## src/rtl/baccarat_pkg.sv

```systemverilog
// rtl/baccarat_pkg.sv - shared types and constants for the baccarat round scoreboard
package baccarat_pkg;

    typedef enum logic [1:0] {
        OUT_NONE   = 2'b00,
        OUT_PLAYER = 2'b01,
        OUT_DEALER = 2'b10,
        OUT_TIE    = 2'b11
    } outcome_t;

    typedef enum logic [1:0] {
        BET_NONE   = 2'b00,
        BET_PLAYER = 2'b01,
        BET_DEALER = 2'b10,
        BET_TIE    = 2'b11
    } bet_side_t;

    typedef enum logic [1:0] {
        SB_IDLE   = 2'b00,
        SB_ARMED  = 2'b01,
        SB_SETTLE = 2'b10,
        SB_HOLD   = 2'b11
    } sb_state_t;

    localparam logic [7:0] BCD_MAX = 8'h99;

endpackage

```

## src/rtl/bcd_counter2.sv

```systemverilog
// rtl/bcd_counter2.sv - two-digit BCD up-counter that saturates at 99
module bcd_counter2
    import baccarat_pkg::*;
(
    input  logic       clk,
    input  logic       resetb,
    input  logic       inc,
    output logic [7:0] count
);

    always_ff @(posedge clk or negedge resetb) begin
        if (!resetb) begin
            count <= 8'h00;
        end else if (inc && count != BCD_MAX) begin
            if (count[3:0] == 4'd9)
                count <= {count[7:4] + 4'd1, 4'h0};
            else
                count <= {count[7:4], count[3:0] + 4'd1};
        end
    end

endmodule

```

## src/rtl/round_scoreboard.sv

```systemverilog
// rtl/round_scoreboard.sv - baccarat round classifier, BCD tallies and wagered balance
// Optional streak outputs under STREAK_TRACK_EN.
module round_scoreboard
    import baccarat_pkg::*;
#(
    parameter int          BAL_W        = 8,
    parameter int unsigned INIT_BALANCE = 100,
    parameter int unsigned TIE_PAYOUT   = 8
) (
    input  logic             slow_clock,
    input  logic             resetb,
    input  logic             new_round,
    input  logic [1:0]       bet_side,
    input  logic [3:0]       bet_amount,
    input  logic             player_win_light,
    input  logic             dealer_win_light,
    output logic [7:0]       pwins_bcd,
    output logic [7:0]       dwins_bcd,
    output logic [7:0]       ties_bcd,
    output logic [BAL_W-1:0] balance,
    output logic [1:0]       last_outcome,
    output logic             settle_pulse,
    output logic             bust
`ifdef STREAK_TRACK_EN
    ,
    output logic [3:0]       streak_len,
    output logic [1:0]       streak_side
`endif
);

    localparam int WIDE = BAL_W + 4;
    localparam logic [WIDE-1:0] BAL_MAX = WIDE'((1 << BAL_W) - 1);

    sb_state_t        state, state_nxt;
    bet_side_t        bet_q;
    logic [3:0]       eff_bet_q;
    outcome_t         outcome_q;
    outcome_t         light_outcome;
    logic             lights_any;
    logic [WIDE-1:0]  gain, loss, bal_wide, sum;
    logic [BAL_W-1:0] settle_bal, bet_ref;
    logic [3:0]       eff_bet_new;

    assign lights_any    = player_win_light | dealer_win_light;
    assign light_outcome = (player_win_light && dealer_win_light) ? OUT_TIE :
                           player_win_light ? OUT_PLAYER : OUT_DEALER;

    always_ff @(posedge slow_clock or negedge resetb) begin
        if (!resetb) state <= SB_IDLE;
        else         state <= state_nxt;
    end

    // A fresh new_round always wins over lights: an abandoned deal is never charged.
    always_comb begin
        state_nxt = state;
        case (state)
            SB_IDLE:   if (new_round) state_nxt = SB_ARMED;
            SB_ARMED:  if (new_round) state_nxt = SB_ARMED;
                       else if (lights_any) state_nxt = SB_SETTLE;
            SB_SETTLE: state_nxt = new_round ? SB_ARMED : SB_HOLD;
            SB_HOLD:   if (new_round) state_nxt = SB_ARMED;
            default:   state_nxt = SB_IDLE;
        endcase
    end

    always_comb begin
        gain     = '0;
        loss     = '0;
        sum      = '0;
        bal_wide = WIDE'(balance);
        case (bet_q)
            BET_PLAYER: if (outcome_q == OUT_PLAYER) gain = WIDE'(eff_bet_q);
                        else if (outcome_q == OUT_DEALER) loss = WIDE'(eff_bet_q);
            BET_DEALER: if (outcome_q == OUT_DEALER) gain = WIDE'(eff_bet_q);
                        else if (outcome_q == OUT_PLAYER) loss = WIDE'(eff_bet_q);
            BET_TIE:    if (outcome_q == OUT_TIE) gain = WIDE'(TIE_PAYOUT) * WIDE'(eff_bet_q);
                        else loss = WIDE'(eff_bet_q);
            default:    ;
        endcase
        if (loss > bal_wide) begin
            settle_bal = '0;
        end else begin
            sum        = bal_wide + gain - loss;
            settle_bal = (sum > BAL_MAX) ? BAL_MAX[BAL_W-1:0] : sum[BAL_W-1:0];
        end
    end

    // A bet placed in the settle cycle is capped by the balance that settle produces.
    assign bet_ref     = (state == SB_SETTLE) ? settle_bal : balance;
    assign eff_bet_new = (BAL_W'(bet_amount) > bet_ref) ? bet_ref[3:0] : bet_amount;

    always_ff @(posedge slow_clock or negedge resetb) begin
        if (!resetb) begin
            bet_q        <= BET_NONE;
            eff_bet_q    <= 4'd0;
            outcome_q    <= OUT_NONE;
            balance      <= BAL_W'(INIT_BALANCE);
            last_outcome <= 2'b00;
            settle_pulse <= 1'b0;
            bust         <= 1'b0;
        end else begin
            settle_pulse <= (state == SB_SETTLE);
            if (state == SB_SETTLE) begin
                balance      <= settle_bal;
                bust         <= (settle_bal == '0);
                last_outcome <= outcome_q;
            end
            if (new_round) begin
                eff_bet_q <= eff_bet_new;
                bet_q     <= (eff_bet_new == 4'd0) ? BET_NONE : bet_side_t'(bet_side);
            end
            if (state == SB_ARMED && !new_round && lights_any)
                outcome_q <= light_outcome;
        end
    end

    bcd_counter2 u_pwins (
        .clk    (slow_clock),
        .resetb (resetb),
        .inc    (state == SB_SETTLE && outcome_q == OUT_PLAYER),
        .count  (pwins_bcd)
    );

    bcd_counter2 u_dwins (
        .clk    (slow_clock),
        .resetb (resetb),
        .inc    (state == SB_SETTLE && outcome_q == OUT_DEALER),
        .count  (dwins_bcd)
    );

    bcd_counter2 u_ties (
        .clk    (slow_clock),
        .resetb (resetb),
        .inc    (state == SB_SETTLE && outcome_q == OUT_TIE),
        .count  (ties_bcd)
    );

`ifdef STREAK_TRACK_EN
    always_ff @(posedge slow_clock or negedge resetb) begin
        if (!resetb) begin
            streak_len  <= 4'd0;
            streak_side <= 2'b00;
        end else if (state == SB_SETTLE && outcome_q != OUT_TIE && outcome_q != OUT_NONE) begin
            if (streak_side == outcome_q) begin
                if (streak_len != 4'd15) streak_len <= streak_len + 4'd1;
            end else begin
                streak_side <= outcome_q;
                streak_len  <= 4'd1;
            end
        end
    end
`endif

endmodule

```

## config.mk

```make
export PLATFORM = sky130hd
export DESIGN_NAME = round_scoreboard
export DESIGN_NICKNAME = d
export VERILOG_FILES = /design/src/rtl/baccarat_pkg.sv /design/src/rtl/bcd_counter2.sv /design/src/rtl/round_scoreboard.sv
export SDC_FILE = /design/constraint.sdc
export NUM_CORES = 1
export LEC_CHECK = 0
export CAP_MARGIN = 20
export CORE_AREA = 2 2 67 100
export CTS_BUF_LIST = sky130_fd_sc_hd__clkbuf_2 sky130_fd_sc_hd__clkbuf_4 sky130_fd_sc_hd__clkbuf_8
export DETAILED_ROUTE_END_ITERATION = 10
export DIE_AREA = 0 0 69 102
export HOLD_SLACK_MARGIN = 0.12
export PLACE_DENSITY = 0.79
export SKIP_CTS_REPAIR_TIMING = 1
export SLEW_MARGIN = 15
export SYNTH_ARGS = -nofsm -noshare
export SYNTH_HDL_FRONTEND = slang
export SYNTH_SLANG_ARGS = --single-unit
export TNS_END_PERCENT = 10
```

## constraint.sdc

```tcl
create_clock -name slow_clock -period 14.3 [get_ports slow_clock]
set_input_delay 2.86 -clock slow_clock [delete_from_list [all_inputs] [get_ports slow_clock]]
set_output_delay 2.86 -clock slow_clock [all_outputs]
set_load 0.1 [all_outputs]
```

======== After elaboration in Yosys (flattened, before gate mapping) ========
Index checks and enable logic that the tools add are counted.
storage, ports and cells
  register bits ........................... 46
  latch bits .............................. 0
  RAM bits ................................ 0
  memory bits (read-only) ................. 0
  input bits .............................. 11
  output and inout bits ................... 36
  logic and storage cells ................. 84
  memories ................................ 0
operators by class
  $add $sub $neg .......................... 8
  $mul .................................... 0
  divide/modulo/power cells ............... 0
  magnitude comparators ................... 3
  eq/ne operators ......................... 17
  shift operators ......................... 0
  muxes and demuxes ....................... 23
  bitwise gates (word level) .............. 1
  reduce and logical (&&, ||, !) cells .... 18
operator list
  kind                 count
  $pmux 12 s3          1
  $mux 4               8
  $add 4x1->4 const B  6
  $mux 8               3
  $ne 8x8->1 const B   3
  $pmux 7 s3           1
  $mux 2               7
  $add 8x12->12        1
  $eq 2x2->1 const B   6
  $eq 4x4->1 const B   3
  $gt 12x8->1          1
  $gt 12x8->1 const B  1
  $mux 12              1
  $sub 12x12->12       1
  $logic_and 1x1->1    9
  $gt 4x8->1           1
  $logic_not 8->1      1
  $reduce_and 2->1     4
  $mux 7               1
  $eq 2x1->1 const B   3
  $pmux 2 s3           1
  $logic_not 4->1      1
  $ne 3x3->1 const B   1
  $logic_not 2->1      1
  4 further kinds      4

======== Depth between registers and ports, before layout ========
Gate-level depths: netlist of the first run.
  depth in word-level cells ............... 13
  depth in mapped cells ................... 24
  mapped depth without buffers ............ 22

======== Modules after synthesis ========
Synthesis of the first run repeated with hierarchy kept, for this count alone.
second synthesis, totals
  cell total of the unflattened synthesis .. 360
  area, all modules ....................... 3303.2 µm²
modules (own cells, without submodules)
  module            instances  cells each  area each (µm²)  seq. area each (µm²)
  round_scoreboard  1          252         2072.0           554.3
  bcd_counter2      3          36          410.4            200.2

======== Worst setup path before layout of the first run ========
No wires, ideal clock.
  path type ............................... reg-to-reg
  start point ............................. reg outcome_q[1]
  end point ............................... reg eff_bet_q[2]
  setup time .............................. 0.127 ns
  arrival time ............................ 5.045 ns
  required time ........................... 14.173 ns
  setup slack ............................. 9.127 ns
  stages on the path, launching flop included .. 23
  period minus slack after synthesis ...... 5.173 ns
  cell sequence ........................... dfrtp_1 clkbuf_1 or4bb_1 nand2_1 nand2_1 fa_1 inv_1 fa_1 a211oi_1 o21ai_1 and3_1 buf_6 nor4_1 o22ai_1 inv_1 ha_1 nand4_1 o21ai_0 a21oi_1 inv_1 o41ai_4 mux2_1 mux2_1
between the ends
  word-level cells in the longest chain between the ends .. 11
  elaborated cells on any way between the ends .. 20
RTL lines
  what                                          line                                            source
  from (decl)                                   round_scoreboard.sv:37                          outcome_t outcome_q;
  from (signal assigned)                        round_scoreboard.sv:113                         outcome_q <= light_outcome;
  $eq 2x2->1, or another cell as far along      round_scoreboard.sv:73, round_scoreboard.sv:74
  $mux 4, or another cell as far along          round_scoreboard.sv:73, round_scoreboard.sv:74
  $pmux 7 s3, or another cell as far along      round_scoreboard.sv:71                          case (bet_q)
  $add 8x12->12 or $pmux 12 s3 (tied branches)  round_scoreboard.sv:83, round_scoreboard.sv:71
  $sub 12x12->12                                round_scoreboard.sv:83                          sum = bal_wide + gain - loss;
  $gt 12x8->1                                   round_scoreboard.sv:84                          settle_bal = (sum > BAL_MAX) ? BAL_MAX[BAL_W-1:0] : sum[BAL_W-1:0];
  $mux 8                                        round_scoreboard.sv:84
  $mux 8 *                                      round_scoreboard.sv:80                          if (loss > bal_wide) begin
  $mux 8 *                                      round_scoreboard.sv:89                          assign bet_ref = (state == SB_SETTLE) ? settle_bal : balance;
  via bet_ref[2]                                round_scoreboard.sv:41                          logic [BAL_W-1:0] settle_bal, bet_ref;
  $gt 4x8->1                                    round_scoreboard.sv:90                          assign eff_bet_new = (BAL_W'(bet_amount) > bet_ref) ? bet_ref[3:0] : bet_amount;
  $mux 4 *                                      round_scoreboard.sv:90
  to (signal assigned)                          round_scoreboard.sv:109                         eff_bet_q <= eff_bet_new;
  to (decl)                                     round_scoreboard.sv:36                          logic [3:0] eff_bet_q;
Mark *: on every way through the listed nets, which the timed path passes. The rest lies on a longest branch.
A chain may end at the register's enable or synchronous reset.

======== Final worst setup path of the first run ========
  start point ............................. reg outcome_q[1]
  end point ............................... reg eff_bet_q[2]
between the ends
  word-level cells in the longest chain between the ends .. 11
  elaborated cells on any way between the ends .. 20
RTL lines
  what                                          line
  $eq 2x2->1, or another cell as far along      round_scoreboard.sv:73, round_scoreboard.sv:74
  $mux 4, or another cell as far along          round_scoreboard.sv:73, round_scoreboard.sv:74
  $pmux 7 s3, or another cell as far along      round_scoreboard.sv:71
  $add 8x12->12 or $pmux 12 s3 (tied branches)  round_scoreboard.sv:83, round_scoreboard.sv:71
  $sub 12x12->12                                round_scoreboard.sv:83
  $gt 12x8->1                                   round_scoreboard.sv:84
  $mux 8                                        round_scoreboard.sv:84
  $mux 8 *                                      round_scoreboard.sv:80
  $mux 8 *                                      round_scoreboard.sv:89
  via bet_ref[1]                                round_scoreboard.sv:41
  $gt 4x8->1 *                                  round_scoreboard.sv:90
  $mux 4 *                                      round_scoreboard.sv:90
Marked as above.

==> results of run 1 <==
==> cells by family after synthesis <==
family / count (synthesis)
buf+inv: 44
flops: 46
mux: 13
fa+ha+maj: 34
compound gates: 73
simple gates: 101
xor+xnor: 17
==> layer usage <==
layer	routed length [um]	GRT usage [%]	share of wire (%)	vias up
met5	0	0	0	-
met4	291	11.6	4.2	0
met3	314	3.65	4.5	23
met2	3540	36.5	51	72
met1	2760	22.4	40	1174
li1	-	-	-	1241
==> final cells by class <==
| type | instances | area [sq um] | area share, % |
|---|---|---|---|
| Sequential cell | 46 | 1150 | 30.8 |
| Clock inverter | 3 | 45.0 | 1.20 |
| Timing Repair Buffer | 47 | 475 | 12.7 |
| Clock buffer | 5 | 68.8 | 1.84 |
| Tap cell | 74 | 92.6 | 2.47 |
| Inverter | 36 | 135 | 3.61 |
| Multi-Input combinational cell | 238 | 1780 | 47.4 |
==> state kept, by name, indices dropped and copies added, names as in the netlist <==
signal         flops
balance            8
bet_q              2
bust               1
eff_bet_q          4
last_outcome       2
outcome_q          2
settle_pulse       1
state              2
u_dwins.count      8
u_pwins.count      8
u_ties.count       8
==> stage by stage <==
| step | setup slack (ns) | area, sq um |
|---|---|---|
| 2_1_floorplan | 9.13 | 3100 |
| 3_3_place_gp | 8.82 | 3610 |
| 3_5_place_dp | 8.68 | 3610 |
| 4_1_cts | 8.66 | 3730 |
| 5_1_grt | 8.21 | 3750 |
| 6_report | 8.62 | 3750 |
==> worst min path at each step <==
stage | startpoint | endpoint | cells after the start | slack [ns]
after floorplan | eff_bet_q[1] | eff_bet_q[1] | 1 | 0.49
after global placement | u_ties.count[7] | u_ties.count[7] | 1 | 0.49
after detailed placement | u_dwins.count[6] | u_dwins.count[6] | 1 | 0.50
after CTS | u_pwins.count[7] | u_pwins.count[7] | 1 | 0.51
after global routing | last_outcome[1] | last_outcome[1] | 1 | 0.53
final | u_pwins.count[7] | u_pwins.count[7] | 1 | 0.51
==> critical path: stages, from the launching register on <==
cell      delay [ns]
dfrtp_1         0.52
or4bb_1         0.50
nand2_1         0.16
nand2_1         0.09
fa_1            0.48
inv_1           0.06
ha_1            0.31
a211o_1         0.32
a211oi_1        0.41
o21a_1          0.32
nor4_1          0.08
o22ai_1         0.23
inv_1           0.08
ha_1            0.30
nor2b_1         0.13
o211ai_1        0.10
a21oi_1         0.31
inv_1           0.13
o41ai_4         0.36
mux2_1          0.37
mux2_1          0.30
==> cell usage after synthesis (all sizes together), types with 2 or more instances <==
library cell  instances
nand2                33
nand3b                2
o22ai                 5
ha                   30
dfrtp                43
nor3                  6
xnor2                13
or3                   3
o21ai                16
nor3b                 2
o211ai                3
nand2b                6
a21o                  7
a41o                  2
dfstp                 3
a211oi                3
and2                  5
a21oi                19
mux2                 10
fa                    4
xor2                  4
nand3                 2
and4                  2
nor2b                 6
nor2                 14
o21a                  6
clkbuf                7
nand4                 6
inv                  36
mux2i                 3
nor4                  8
or4                   2
a211o                 3
==> results.py, run 1 <==
metrics = {
    "detailed_routing": {
        "dr.pass1.iters": 4,
        "routed_wl_um": 6900,
        "via_count": 2510,
        "vias_per_cell": 5.59,
        "post-route-drc-count": 0,
        "drtIter0Drc": 102,
        "ant_nets": 0,
        "wl_per_cell_um": 15.4,
    },
    "clocking": {
        "clkSinkCount": 46,
        "root_buffer": "clkbuf_8",
        "cts_tree": "built",
        "htreeDepth": 2,
        "clock_latency_ns": 0.30,
        "clkSlewWorstSetupHoldPaths_ns": 0.09,
        "cts_buffers": 5,
        "clockBufferDepth": 2,
    },
    "timing": {
        "rsz0062_at_grt": "no",
        "fmaxAchievable_ghz": 0.176,
        "fin_tns_setup_ns": 0,
        "min_period_over_period_pct": 39.7,
        "tightest_slew_ns": 0.991,
        "hold_viol_final": 0,
        "slew_viol_final": 0,
        "relSlewSlack_pct": 33.7,
        "finClkSkew_ns": 0.00731,
        "period_needed_ns": 5.68,
        "setup_viol": 0,
        "holdWs_ns": 0.507,
    },
    "worst_setup_path": {
        "reg2reg_slack_ns": 8.62,
        "cp.required_ns": 14.49,
        "crit_type": "flip-flop to flip-flop",
        "r2r_cells": 20,
        "worstReg2RegEnd": "eff_bet_q[2]",
        "crit_end": "eff_bet_q[2]",
        "path_max_fanout": 12,
        "crit_start": "outcome_q[1]",
        "arrival_ns": 5.87,
        "reg2reg_from": "outcome_q[1]",
        "end_kind": "flip-flop",
        "critPathLaunchType": "flip-flop",
    },
    "synth": {
        "syn_inst": 328,
        "synth_compound_area_share_pct": 16.0,
        "async_reset_ff_share_pct": 100,
        "ys_types": 50,
        "yosys.area_share.simple_pct": 17.1,
        "synthMuxAreaShare_pct": 4.60,
        "ys_ff_latch": 46,
        "avgSynthCellArea_sq_um": 9.46,
        "synthAdderAreaFrac_pct": 14.7,
        "ys_seq_area_share_pct": 37.2,
        "synth_xor_area_share_pct": 4.80,
        "syn-cell-area_sq_mm": 0.00310,
        "synth_top_family_by_area": "simple AND/OR/NAND/NOR gates",
        "synth_nets": 373,
        "yosys.area.top_type": "dfrtp_1",
        "yosysWarnings": 0,
        "yosys-top-cells-area": "dfrtp_1, ha_1, inv_1, nand2_1, xnor2_1",
        "synth_edf_count": 0,
        "synth_top_area_share_pct": 34.7,
        "ys.flop_type": "dfrtp_1",
    },
    "grt": {
        "first_global_vias": 2534,
        "antenna_found_initial": 0,
        "grt_max_degree": 47,
        "grtUsageTotal_pct": 20.2,
        "overflow": 0,
        "grt_pass1_wl_um": 11500,
    },
    "final_layout": {
        "fin_nets": 419,
        "fill_cells": 554,
        "final_cell_mix": "clkdlybuf4s50_1, dfrtp_1, inv_1, nand2_1, ha_1",
        "final_core_util_pct": 61.1,
        "num_antenna_cells": 0,
        "synthToLayoutAreaGrowth_pct": 20.8,
        "final_common_cell": "clkdlybuf4s50_1",
        "layout-drive-gt1-share_pct": 5.07,
        "fin_cells": 449,
    },
    "min_path": {
        "hold_class": "flip-flop to flip-flop",
    },
    "die": {
        "core_area_sq_mm": 0.00613,
        "fp.dieH_um": 102,
        "rows": 35,
        "dieArea_sq_mm": 0.00704,
        "die_w_um": 69,
        "boundaryPins": 47,
        "initial_utilization_pct": 50.6,
    },
    "flow_run": {
        "drv_cap": 0,
    },
    "placement": {
        "dp_hpwl_um": 5430,
        "dpl.cell_count": 440,
        "gp_congestion": 0.932,
        "numPortBuffers": 46,
    },
    "outcome": {
        "status": "completed",
    },
}
Power of run 1 is not shown: default switching activity piles up to over one toggle a cycle in this logic, so the estimate is an artifact.
==> run 2: changes to the inputs <==
==> constraint.sdc (replaced) <==
create_clock -name slow_clock -period 5.68 [get_ports slow_clock]
set_input_delay 1.136 -clock slow_clock [delete_from_list [all_inputs] [get_ports slow_clock]]
set_output_delay 1.136 -clock slow_clock [all_outputs]
set_load 0.1 [all_outputs]
==> results.py, run 2 (synthesized netlist as in run 1, its figures left out) <==
metrics = {
    "worst_setup_path": {
        "crit_type": "flip-flop to flip-flop",
        "arrival_ns": 5.55,
        "path_max_fanout": 6,
        "timing.critical_path.buf_inv": 3,
        "slowest_delay_ns": 0.49,
        "critPathSlowestCell": "or4bb_1",
        "crit_family": "simple AND/OR/NAND/NOR gates",
        "worstPathCellList": "or4bb_1 -> nand2_1 -> nand2_1 -> fa_1 -> inv_1 -> fa_1 -> a211oi_2 -> o21ai_1 -> and3_1 -> nor4_2 -> o22ai_1 -> inv_1 -> ha_1 -> nand4_1 -> o21ai_0 -> a21oi_2 -> inv_1 -> o41ai_4 -> mux2_1 -> mux2_1",
        "r2r_cells": 20,
        "critPathLaunchType": "flip-flop",
        "crit_cells": 20,
        "cp.required_ns": 5.87,
        "end_kind": "flip-flop",
        "crit_path_frequent_cell": "inv_1",
    },
    "die": {
        "dieArea_sq_mm": 0.00704,
        "initial_utilization_pct": 50.6,
        "boundaryPins": 47,
        "core_area_sq_mm": 0.00613,
        "fp.dieH_um": 102,
        "rows": 35,
        "die_w_um": 69,
    },
    "final_layout": {
        "final_common_cell": "clkdlybuf4s50_1",
        "fin_cells": 452,
        "fin_nets": 422,
        "num_antenna_cells": 0,
        "layout-drive-gt1-share_pct": 7.67,
        "fill_cells": 539,
        "synthToLayoutAreaGrowth_pct": 22.0,
        "final_cell_mix": "clkdlybuf4s50_1, dfrtp_1, inv_1, nand2_1, ha_1",
    },
    "clocking": {
        "clkSlewWorstSetupHoldPaths_ns": 0.09,
        "cts_buffers": 5,
        "htreeDepth": 2,
        "clock_latency_ns": 0.30,
        "root_buffer": "clkbuf_8",
        "clkSinkCount": 46,
        "cts_tree": "built",
        "clockBufferDepth": 2,
    },
    "timing": {
        "finClkSkew_ns": 0.00482,
        "setup_viol": 0,
        "tightest_slew_ns": 0.996,
        "slew_viol_final": 0,
        "min_period_over_period_pct": 94.2,
        "period_needed_ns": 5.35,
        "fin_tns_setup_ns": 0,
        "hold_viol_final": 0,
        "rsz0062_at_grt": "no",
        "fmaxAchievable_ghz": 0.187,
        "relSlewSlack_pct": 33.4,
    },
    "detailed_routing": {
        "routed_wl_um": 7150,
        "wl_per_cell_um": 15.8,
        "post-route-drc-count": 0,
        "vias_per_cell": 5.79,
        "ant_nets": 0,
        "dr.pass1.iters": 4,
        "via_count": 2618,
        "drtIter0Drc": 127,
    },
    "grt": {
        "grtUsageTotal_pct": 21.7,
        "grt_max_degree": 47,
        "overflow": 0,
        "antenna_found_initial": 0,
        "first_global_vias": 2661,
        "grt_pass1_wl_um": 12400,
    },
    "placement": {
        "dpl.cell_count": 442,
        "gp_congestion": 0.954,
        "dp_hpwl_um": 5520,
        "numPortBuffers": 46,
    },
    "min_path": {
        "worstHoldPathCells": 1,
        "hold_class": "flip-flop to flip-flop",
    },
    "outcome": {
        "status": "completed",
    },
    "flow_run": {
        "drv_cap": 0,
    },
}
-- run 2: final cells by class --
class | instances | area, sq um | area share (%)
multi-input combinational | 238 | 1810 | 47.9
sequential | 46 | 1150 | 30.5
timing repair buffer | 50 | 498 | 13.2
inverter | 36 | 135 | 3.57
tap | 74 | 92.6 | 2.45
clock buffer | 5 | 68.8 | 1.82
clock inverter | 3 | 25.0 | 0.661
-- run 2: per-stage QoR --
step           utilization, %  setup WS [ns]  hold WS [ns]  cell area (sq um)
3_5_place_dp             59.2          0.174         0.492               3630
2_1_floorplan               -          0.507         0.495               3100
3_3_place_gp             59.2          0.388         0.491               3630
4_1_cts                  60.7          0.163         0.515               3720
6_report                 61.8          0.327         0.514               3790
5_1_grt                  61.8        0.00560         0.533               3790
-- run 2: worst register-to-register path: stages (launching register included) --
cell,delay [ns]
dfrtp_1,0.42
or4bb_1,0.49
nand2_1,0.13
nand2_1,0.08
fa_1,0.48
inv_1,0.07
fa_1,0.49
a211oi_2,0.24
o21ai_1,0.14
and3_1,0.28
nor4_2,0.32
o22ai_1,0.18
inv_1,0.10
ha_1,0.25
nand4_1,0.10
o21ai_0,0.13
a21oi_2,0.26
inv_1,0.11
o41ai_4,0.33
mux2_1,0.36
mux2_1,0.30
-- run 2: worst paths after layout --
kind                                  start               end  slack [ns]
max in group asynchronous            resetb        balance[5]        4.43
setup reg to reg                   bet_q[0]      eff_bet_q[2]        0.33
setup / recovery                   bet_q[0]      eff_bet_q[2]        0.33
min in group asynchronous            resetb        balance[3]        0.70
hold / removal             u_dwins.count[7]  u_dwins.count[7]        0.51
hold reg to reg            u_dwins.count[7]  u_dwins.count[7]        0.51
-- run 2: metal layers --
metal | global-route usage (%) | wire length (um) | vias to the layer above
met1 | 24.4 | 2730 | 1276
met5 | 0 | 0 | -
li1 | - | - | 1256
met4 | 10.7 | 283 | 0
met3 | 3.75 | 306 | 21
met2 | 39.9 | 3830 | 65
Power of run 2 is left out for the same reason.
==> run 3: changes to the inputs <==
--- a/config.mk
+++ b/config.mk
@@ -6,12 +6,13 @@
 export NUM_CORES = 1
 export LEC_CHECK = 0
 export CAP_MARGIN = 20
-export CORE_AREA = 2 2 67 100
+export CORE_AREA = 2 2 96 145
 export CTS_BUF_LIST = sky130_fd_sc_hd__clkbuf_2 sky130_fd_sc_hd__clkbuf_4 sky130_fd_sc_hd__clkbuf_8
 export DETAILED_ROUTE_END_ITERATION = 10
-export DIE_AREA = 0 0 69 102
+export DIE_AREA = 0 0 98 147
 export HOLD_SLACK_MARGIN = 0.12
-export PLACE_DENSITY = 0.79
+export PLACE_DENSITY = 0.45
+export REMOVE_ABC_BUFFERS = 1
 export SKIP_CTS_REPAIR_TIMING = 1
 export SLEW_MARGIN = 15
 export SYNTH_ARGS = -nofsm -noshare
==> results.py, run 3 (synthesized netlist as in run 1, its figures left out) <==
metrics = {
    "worst_setup_path": {
        "slowest_delay_ns": 0.50,
        "crit_start": "bet_q[0]",
        "end_kind": "flip-flop",
        "path_max_fanout": 6,
        "r2r_cells": 20,
        "crit_type": "flip-flop to flip-flop",
        "worstPathCellList": "or4bb_1 -> nand2_1 -> nand2_1 -> fa_1 -> inv_1 -> fa_1 -> a211oi_2 -> o21ai_1 -> and3_4 -> nor4_1 -> o22ai_1 -> inv_1 -> ha_1 -> nand4_1 -> o21ai_0 -> a21oi_2 -> inv_1 -> o41ai_4 -> mux2_1 -> mux2_1",
        "cp.required_ns": 5.88,
        "reg2reg_slack_ns": 0.30,
        "critPathSlowestCell": "or4bb_1",
        "crit_path_frequent_cell": "inv_1",
        "reg2reg_from": "bet_q[0]",
        "worstReg2RegEnd": "eff_bet_q[1]",
        "arrival_ns": 5.58,
        "crit_end": "eff_bet_q[1]",
        "critPathLaunchType": "flip-flop",
    },
    "clocking": {
        "clkSlewWorstSetupHoldPaths_ns": 0.09,
        "clock_latency_ns": 0.31,
        "cts_buffers": 5,
        "clockBufferDepth": 2,
        "cts_tree": "built",
        "root_buffer": "clkbuf_8",
        "htreeDepth": 2,
        "clkSinkCount": 46,
    },
    "flow_run": {
        "drv_cap": 0,
    },
    "detailed_routing": {
        "vias_per_cell": 4.75,
        "post-route-drc-count": 0,
        "dr.pass1.iters": 4,
        "routed_wl_um": 8310,
        "ant_nets": 0,
        "wl_per_cell_um": 15.3,
        "drtIter0Drc": 58,
        "via_count": 2573,
    },
    "outcome": {
        "status": "completed",
    },
    "die": {
        "rows": 52,
        "core_area_sq_mm": 0.0132,
        "die_w_um": 98,
        "dieArea_sq_mm": 0.0144,
        "fp.dieH_um": 147,
        "boundaryPins": 47,
        "initial_utilization_pct": 23.5,
    },
    "grt": {
        "grt_pass1_wl_um": 14000,
        "top_usage_layer": "met2",
        "grtUsageTotal_pct": 12.2,
        "grt_util_met3_pct": 2.43,
        "overflow": 0,
        "grt_max_degree": 32,
        "first_global_vias": 2774,
        "antenna_found_initial": 0,
        "grtUsageMet2_pct": 22.9,
        "grt_util_met1_pct": 12.9,
    },
    "final_layout": {
        "layout-drive-gt1-share_pct": 8.95,
        "num_antenna_cells": 0,
        "synthToLayoutAreaGrowth_pct": 27.0,
        "final_cell_mix": "clkdlybuf4s50_1, dfrtp_1, inv_1, nand2_1, ha_1",
        "fill_cells": 1417,
        "seqCellArea_sq_mm": 0.00115,
        "multi_input_area_sq_mm": 0.00184,
        "final_common_cell": "clkdlybuf4s50_1",
        "fin_nets": 424,
    },
    "timing": {
        "tightest_slew_ns": 0.990,
        "finClkSkew_ns": 0.00756,
        "min_period_over_period_pct": 94.8,
        "slew_viol_final": 0,
        "period_needed_ns": 5.38,
        "relSlewSlack_pct": 33.8,
        "setup_viol": 0,
        "fmaxAchievable_ghz": 0.186,
        "holdWs_ns": 0.506,
        "hold_viol_final": 0,
    },
    "placement": {
        "dp_hpwl_um": 6670,
        "gp_congestion": 0.855,
        "numPortBuffers": 46,
    },
    "min_path": {
        "hold_class": "flip-flop to flip-flop",
    },
}
run 3: cell type report:
cell class              count  share of cell area [%]
clock buffers               7                    2.29
flip-flops and latches     46                    29.3
inverters                  36                    3.43
repair buffers             52                    13.0
multi-input cells         238                    46.7
clock inverters             1                   0.127
well taps                 162                    5.14
run 3: worst min-delay path by stage:
stage                        to              from  slack (ns)  cells after the start
2_1_floorplan      eff_bet_q[1]      eff_bet_q[1]        0.49                      1
3_3_place_gp    u_ties.count[7]   u_ties.count[7]        0.49                      1
3_5_place_dp    u_ties.count[7]   u_ties.count[7]        0.50                      1
4_1_cts         u_ties.count[7]   u_ties.count[7]        0.51                      1
5_1_grt        u_dwins.count[7]  u_dwins.count[7]        0.53                      1
6_report        u_ties.count[7]   u_ties.count[7]        0.51                      1
run 3: routing by layer:
layer / vias up / share of wire [%]
li1: 1248 / -
met2: 50 / 55
met5: - / 0
met4: 0 / 3.6
met1: 1258 / 38
met3: 17 / 3.5
run 3: worst max-delay path, delay by kind of cell (launching register included):
kind	cells	cell delay [ns]
flip-flops	1	0.42
buffers and inverters	3	0.26
AND/OR/NAND/NOR	6	1.38
AO/OA/AOI/OAI	6	1.35
multiplexers	2	0.65
adder cells (fa/ha/maj)	3	1.22
run 3: stage by stage:
step / TNS (ns) / setup WS (ns) / std cells / util (%) / area [sq um]
2_1_floorplan: 0 / 0.548 / 320 / - / 3070
3_3_place_gp: 0 / 0.199 / 532 / 28.4 / 3750
3_5_place_dp: 0 / 0.116 / 533 / 28.6 / 3770
4_1_cts: 0 / 0.0947 / 541 / 29.3 / 3870
5_1_grt: -0.0121 / -0.0121 / 542 / 29.8 / 3940
6_report: 0 / 0.298 / 542 / 29.8 / 3940
Power of run 3 is left out for the same reason.
